[src/rtl/qspi_pkg.sv]
// Shared QSPI definitions for the receive and transmit shifters.
package qspi_pkg;

  typedef enum logic [1:0] {
    IDLE  = 2'd0,
    SHIFT = 2'd1,
    HOLD  = 2'd2
  } rx_state_e;

  localparam int QSPI_NIBBLE   = 4;
  localparam int QSPI_MAX_BITS = 40;
  localparam int QSPI_CNT_W    = 6;

endpackage

[src/rtl/qspi_rx_sdi_dly.sv]
// Single register stage on the quad input lines, used to absorb pad/flash
// round-trip delay ahead of the receive shifter.
module qspi_rx_sdi_dly
  import qspi_pkg::*;
#(
  parameter int W = QSPI_NIBBLE
) (
  input  logic         clk_i,
  input  logic         rst_i,
  input  logic [W-1:0] d_i,
  output logic [W-1:0] q_o
);

  always_ff @(posedge clk_i) begin
    if (rst_i) begin
      q_o <= '0;
    end else begin
      q_o <= d_i;
    end
  end

endmodule

[src/rtl/qspi_rshift.sv]
// QSPI receive shifter: assembles nibbles LSB- or MSB-first into a word and
// hands it off over valid/ready. Optional input delay stage: QSPI_RX_SAMPLE_DELAY_EN.
module qspi_rshift
  import qspi_pkg::*;
#(
  parameter int MAX_BITS = QSPI_MAX_BITS,
  parameter int CNT_W    = QSPI_CNT_W
) (
  input  logic                clk_i,
  input  logic                rst_i,
  input  logic                start_i,
  input  logic                lsb_i,
  input  logic [CNT_W-1:0]    tsize_i,
  input  logic                abort_i,
  input  logic [3:0]          sdi_i,
  output logic [MAX_BITS-1:0] dout_o,
  output logic                dout_valid_o,
  input  logic                dout_ready_i,
  output logic                busy_o,
  output logic [CNT_W-1:0]    bit_index_o,
  output logic                r_intr_o,
  output logic                err_o
);

  localparam int               NIB_SLOTS = MAX_BITS / QSPI_NIBBLE;
  localparam logic [CNT_W-1:0] NIB_STEP  = CNT_W'(QSPI_NIBBLE);
  localparam logic [CNT_W-1:0] MAX_SIZE  = CNT_W'(MAX_BITS);

  rx_state_e state_reg;

  logic                     lsb_reg;
  logic [CNT_W-1:0]         tsz_reg;
  logic [CNT_W-1:0]         bit_index_reg;
  logic [MAX_BITS-1:0]      shadow_reg;
  logic [MAX_BITS-1:0]      shadow_next;
  logic [MAX_BITS-1:0]      dout_reg;
  logic                     valid_reg;
  logic                     busy_reg;
  logic                     intr_reg;
  logic                     err_reg;

  logic [CNT_W-1:0]         tsz_eff;
  logic [CNT_W-1:0]         nib_base;
  logic [CNT_W-1:0]         nib_slot;
  logic [QSPI_NIBBLE-1:0]   cap_data;
  logic                     cap_en;
  logic                     size_ok;
  logic                     last_nib;
  logic                     size_lsbs_unused;

  // Transfer sizes are whole nibbles; the two low size bits carry no meaning.
  assign tsz_eff          = {tsize_i[CNT_W-1:2], 2'b00};
  assign size_lsbs_unused = ^tsize_i[1:0];
  assign size_ok          = (tsz_eff != '0) && (tsz_eff <= MAX_SIZE);

  assign nib_base = lsb_reg ? bit_index_reg
                            : (tsz_reg - bit_index_reg - NIB_STEP);
  assign nib_slot = nib_base >> 2;
  assign last_nib = ((bit_index_reg + NIB_STEP) == tsz_reg);

  generate
    for (genvar gi = 0; gi < NIB_SLOTS; gi++) begin : g_slot
      assign shadow_next[gi*QSPI_NIBBLE +: QSPI_NIBBLE] =
          (nib_slot == CNT_W'(gi)) ? cap_data
                                   : shadow_reg[gi*QSPI_NIBBLE +: QSPI_NIBBLE];
    end
  endgenerate

`ifdef QSPI_RX_SAMPLE_DELAY_EN
  // The delay register still holds pre-window data on the first SHIFT edge,
  // so that edge is spent priming and captures nothing.
  logic prime_reg;

  qspi_rx_sdi_dly #(
    .W (QSPI_NIBBLE)
  ) u_sdi_dly (
    .clk_i (clk_i),
    .rst_i (rst_i),
    .d_i   (sdi_i),
    .q_o   (cap_data)
  );

  assign cap_en = !prime_reg;

  always_ff @(posedge clk_i) begin
    if (rst_i || abort_i) begin
      prime_reg <= 1'b0;
    end else if (state_reg == IDLE && start_i && size_ok) begin
      prime_reg <= 1'b1;
    end else if (state_reg == SHIFT) begin
      prime_reg <= 1'b0;
    end
  end
`else
  assign cap_data = sdi_i;
  assign cap_en   = 1'b1;
`endif

  always_ff @(posedge clk_i) begin
    if (rst_i) begin
      state_reg     <= IDLE;
      lsb_reg       <= 1'b0;
      tsz_reg       <= '0;
      bit_index_reg <= '0;
      shadow_reg    <= '0;
      dout_reg      <= '0;
      valid_reg     <= 1'b0;
      busy_reg      <= 1'b0;
      intr_reg      <= 1'b0;
      err_reg       <= 1'b0;
    end else begin
      intr_reg <= 1'b0;
      err_reg  <= 1'b0;
      if (abort_i) begin
        state_reg     <= IDLE;
        bit_index_reg <= '0;
        busy_reg      <= 1'b0;
        valid_reg     <= 1'b0;
      end else begin
        case (state_reg)
          IDLE: begin
            if (start_i) begin
              if (size_ok) begin
                state_reg     <= SHIFT;
                lsb_reg       <= lsb_i;
                tsz_reg       <= tsz_eff;
                bit_index_reg <= '0;
                shadow_reg    <= '0;
                busy_reg      <= 1'b1;
              end else begin
                err_reg <= 1'b1;
              end
            end
          end
          SHIFT: begin
            if (cap_en) begin
              shadow_reg    <= shadow_next;
              bit_index_reg <= bit_index_reg + NIB_STEP;
              if (last_nib) begin
                state_reg <= HOLD;
                dout_reg  <= shadow_next;
                valid_reg <= 1'b1;
                intr_reg  <= 1'b1;
                busy_reg  <= 1'b0;
              end
            end
          end
          HOLD: begin
            if (dout_ready_i) begin
              state_reg <= IDLE;
              valid_reg <= 1'b0;
            end
          end
          default: begin
            state_reg <= IDLE;
            busy_reg  <= 1'b0;
            valid_reg <= 1'b0;
          end
        endcase
      end
    end
  end

  assign dout_o       = dout_reg;
  assign dout_valid_o = valid_reg;
  assign busy_o       = busy_reg;
  assign bit_index_o  = bit_index_reg;
  assign r_intr_o     = intr_reg;
  assign err_o        = err_reg;

endmodule

[config.mk]
export PLATFORM = sky130hd
export DESIGN_NAME = qspi_rshift
export DESIGN_NICKNAME = d
export VERILOG_FILES = /design/src/rtl/qspi_pkg.sv /design/src/rtl/qspi_rx_sdi_dly.sv /design/src/rtl/qspi_rshift.sv
export SDC_FILE = /design/constraint.sdc
export NUM_CORES = 1
export LEC_CHECK = 0
export BUFFER_PORTS_ARGS = -buffer_cell sky130_fd_sc_hd__buf_2
export CORE_ASPECT_RATIO = 0.7
export CORE_MARGIN = 3
export CORE_UTILIZATION = 40
export CTS_CLUSTER_DIAMETER = 60
export DETAILED_ROUTE_END_ITERATION = 10
export PLACE_DENSITY = 0.65
export SLEW_MARGIN = 10
export SYNTH_ARGS = -nofsm -noshare
export SYNTH_HDL_FRONTEND = slang
export SYNTH_HIERARCHICAL = 1
export SYNTH_SLANG_ARGS = --single-unit
[constraint.sdc]
create_clock -name clk_i -period 2.7 [get_ports clk_i]
set_input_delay 0.54 -clock clk_i [delete_from_list [all_inputs] [get_ports clk_i]]
set_output_delay 0.54 -clock clk_i [all_outputs]
set_load 0.01 [all_outputs]
==> metrics.md <==
| Metric | Value |
|---|---|
| I/O Buffers | 61 |
| Die area | 12600 um^2 |
| Vias in the first global route | between 3k and 4k |
| Largest area contributor in the netlist | dfxtp_1 |
| Share of the synthesized area in the top cell type | 42.2% |
| Largest family of logic cells by synthesized area | compound AO/OA/AOI/OAI gates |
| Slew HR | about 50% |
| Area delta synth->final | 18.9% |
| Global route total overflow | 0 |
| Total GRT Usage | between 10% and 20% |
| GPL Wtd Cong | 0.911 |
| Antenna-violating nets left | 0 |
| Number of buffers and inverters on the critical path | 2 |
| Psw | 728 uW |
| Cell row count | 31 |
| Crit. Startpoint | tsz_reg[2] |
| Sw frac | 25.2% |
| Ys flop type | dfxtp_1 |
| Post-Synth Simple-Gate Area | a little over an eighth |
| Max Clock Freq | 0.385 GHz |
| Hold Crit Depth | 2 |
| Outcome | completed |
| Hold Fails Final Rpt | 0 |
| Root buf cell | clkbuf_16 |
| Clock Latency Late Sink | ~0.35 ns |
| Crit path max-delay family | adder cells |
| Synth warn | 6 |
| Comb power frac | under 10% |
| # DRC | 0 |
| Clk slew on worst S/H paths | 0.06 ns |
| Core Footprint | 10700 um^2 |
| R2R cell count | 9 |
| Crit path capture type | register |
| Count of unique library cells instantiated by Yosys | 46 |
| CTS max path bufs | 2 |
| Adder-cell share of the synthesized area | 2.11% |
| Per-cell routed wire length | between 15 and 20 um |
| H-tree levels | 3 |
| Static leakage | 2.27 nW |
| EDFF count, synth | 0 |
| Via/cell ratio | 5.39 |
| CTS tree | built |
| Clock power frac | 41.0% |
| Worst-Margin Slew | 0.743 ns |
| Clock skew | about 0.0059 ns |
| Critical path peak fanout | 5 |
| Cts bufs inserted | 9 |
| Worst hold path startpoint | dout_valid_o |
| N_diodes | 0 |
| WP data arrival | 2.86 ns |
| Die W | 133 um |
| Most common cell in the synthesized netlist | dfxtp_1 |
| Cells after Synth | 431 |
| VDD IR-drop max | 0.000395 V |
| Fin crit share | 96.2% |
| Post-synthesis sequential area ratio | between 40% and 50% |
| Worst endpoint required time | between 2 and 3 ns |
| First-pass GRT wire length | 17.0 mm |
| Largest net degree at the start of global routing | 46 |
| IO Pins | 66 |
| Worst path max stage delay | 0.64 ns |
| WP depth | 9 |
| Sink Count | 95 |
| Nets | 522 |
| Initial drt markers | about 210 |
| XOR/XNOR Fraction of Synth Area | 2.72% |
| Total power | slightly below 3 mW |
| 1st-pass router iterations | 4 |
| Final design utilization | between 50% and 60% |
| Final max-slew violation count | 0 |
| CP max stage cell | fa_1 |
| Synth cell count leaders | 95 x dfxtp_1, 64 x nor2_1, 45 x mux2i_1 |
| Sequential share of power | 49.1% |
| Final setup violation count | 0 |
| Async SR Flop Fraction | 0% |
| HPWL Detailed | 7.13 mm |
| Post-synthesis mux area share | under 10% |
| Crit Path Category | register to register |
| Worst min-delay path class | register to register |
| Top cells by area, synth | dfxtp_1 42%, a211oi_2 11%, mux2i_1 10% |
| PwrDens | ~540 nW/um^2 |
| Mapped cell area | 4510 um^2 |
| Layout cells sized above 1 | 31.5% |
| Vias | approximately 3.5k |
| CP Launch Type | register |
| Mapped Avg Cell Area | between 10 and 15 um^2 |
| Complex-gate fraction of the synthesized area | 25.3% |
| Worst-path cell chain | inv_1 > ha_1 > fa_1 > nand2_1 > o22ai_2 > nand4_1 > buf_4 > mux2i_1 > a211oi_2 |
| Reg2reg start | tsz_reg[2] |
| Initial Util | 42.3% |
| Max Cap Viol | 0 |
| Antenna violations before repair | 0 |
| Tmin final | roughly 2.6 ns |
| Chip Height | between 90 and 100 um |
| # fillers | 1009 |
| DRT Wirelength | 10.2 mm |
| P_int | 2.16 mW |
| Flops & latches, synth | 95 |
-- power groups by stage --
| stage | logic [mW] | registers [mW] | clock network (mW) |
|---|---|---|---|
| 2_1_floorplan | 0.195 | 1.45 | 0 |
| 3_3_place_gp | 0.271 | 1.45 | 0 |
| 3_5_place_dp | 0.276 | 1.45 | 0 |
| 4_1_cts | 0.278 | 1.42 | 1.22 |
| 5_1_grt | 0.314 | 1.42 | 1.26 |
| 6_report | 0.286 | 1.42 | 1.18 |
-- cell type report --
type / count / area, um^2 / share of cell area [%]
Clock buffer: 11 / 243 / 4.53
Inverter: 9 / 33.8 / 0.630
Timing Repair Buffer: 87 / 526 / 9.81
Sequential cell: 95 / 1900 / 35.5
Multi-Input combinational cell: 297 / 2440 / 45.5
Tap cell: 148 / 185 / 3.46
Clock inverter: 5 / 33.8 / 0.630
-- timing repair --
item / in CTS / in global routing
hold endpoints to repair: 0 / 0
endpoints found under the setup margin: 0 / 65
resized for setup: 0 / 6
buffers inserted: 0 / 1
hold buffers: 0 / 0
-- cell families (layout without fill, tap and decap cells) --
logic type | count (synthesis) | count (layout)
other cells | 1 | 2
fa+ha+maj | 7 | 7
simple gates | 112 | 112
compound gates | 122 | 122
xor+xnor | 9 | 9
flops | 95 | 95
mux | 45 | 45
buf+inv | 40 | 112
-- worst reg2reg max path, delay by kind of cell, from the launching register on --
kind / cells / cell delay (ns)
fa+ha+maj: 2 / 0.95
compound gates: 2 / 0.51
simple gates: 2 / 0.33
flops: 1 / 0.32
buf+inv: 2 / 0.27
mux: 1 / 0.14
-- final timing paths --
check,to,slack (ns)
worst max-delay path,dout_o[39],0.10
worst min-delay path,dout_valid_o,0.46
worst max register to register,dout_o[39],0.10
worst min register to register,dout_valid_o,0.46
-- routing by layer --
| layer | share of wire [%] | vias up | global-route usage (%) | routed length, um |
|---|---|---|---|---|
| li1 | - | 1742 | - | - |
| met1 | 48 | 1682 | 22.1 | 4950 |
| met2 | 45 | 81 | 26.7 | 4590 |
| met3 | 5.7 | 7 | 4.53 | 584 |
| met4 | 1.0 | 0 | 5.02 | 102 |
| met5 | 0 | - | 0 | 0 |
-- metrics by stage --
| stage | area (um^2) | setup TNS, ns | cells | hold slack, ns | worst slack, ns |
|---|---|---|---|---|---|
| floorplan | 4510 | 0 | 432 | 0.442 | 0.0365 |
| global placement | 5040 | 0 | 635 | 0.442 | 0.0734 |
| detailed placement | 5040 | 0 | 635 | 0.451 | 0.0512 |
| CTS | 5320 | 0 | 651 | 0.454 | 0.0195 |
| global route | 5360 | -0.0400 | 652 | 0.483 | -0.0159 |
| finish | 5360 | 0 | 652 | 0.462 | 0.103 |
-- layout by cell type (no fill, tap or decap), types with 4 or more instances in the layout --
| cell type | instances |
|---|---|
| nor2_1 | 63 |
| nand2b_1 | 5 |
| a22o_1 | 40 |
| buf_4 | 24 |
| nand3b_1 | 4 |
| nand2_1 | 7 |
| clkbuf_16 | 9 |
| buf_2 | 61 |
| nand4_1 | 6 |
| inv_1 | 9 |
| dfxtp_1 | 95 |
| mux2i_1 | 45 |
| a211oi_2 | 39 |
| ha_1 | 6 |
| o2bb2ai_1 | 8 |
| a21oi_1 | 8 |
| nand4_2 | 7 |
| o21ai_0 | 5 |
Power figures use the tool's default switching activity.
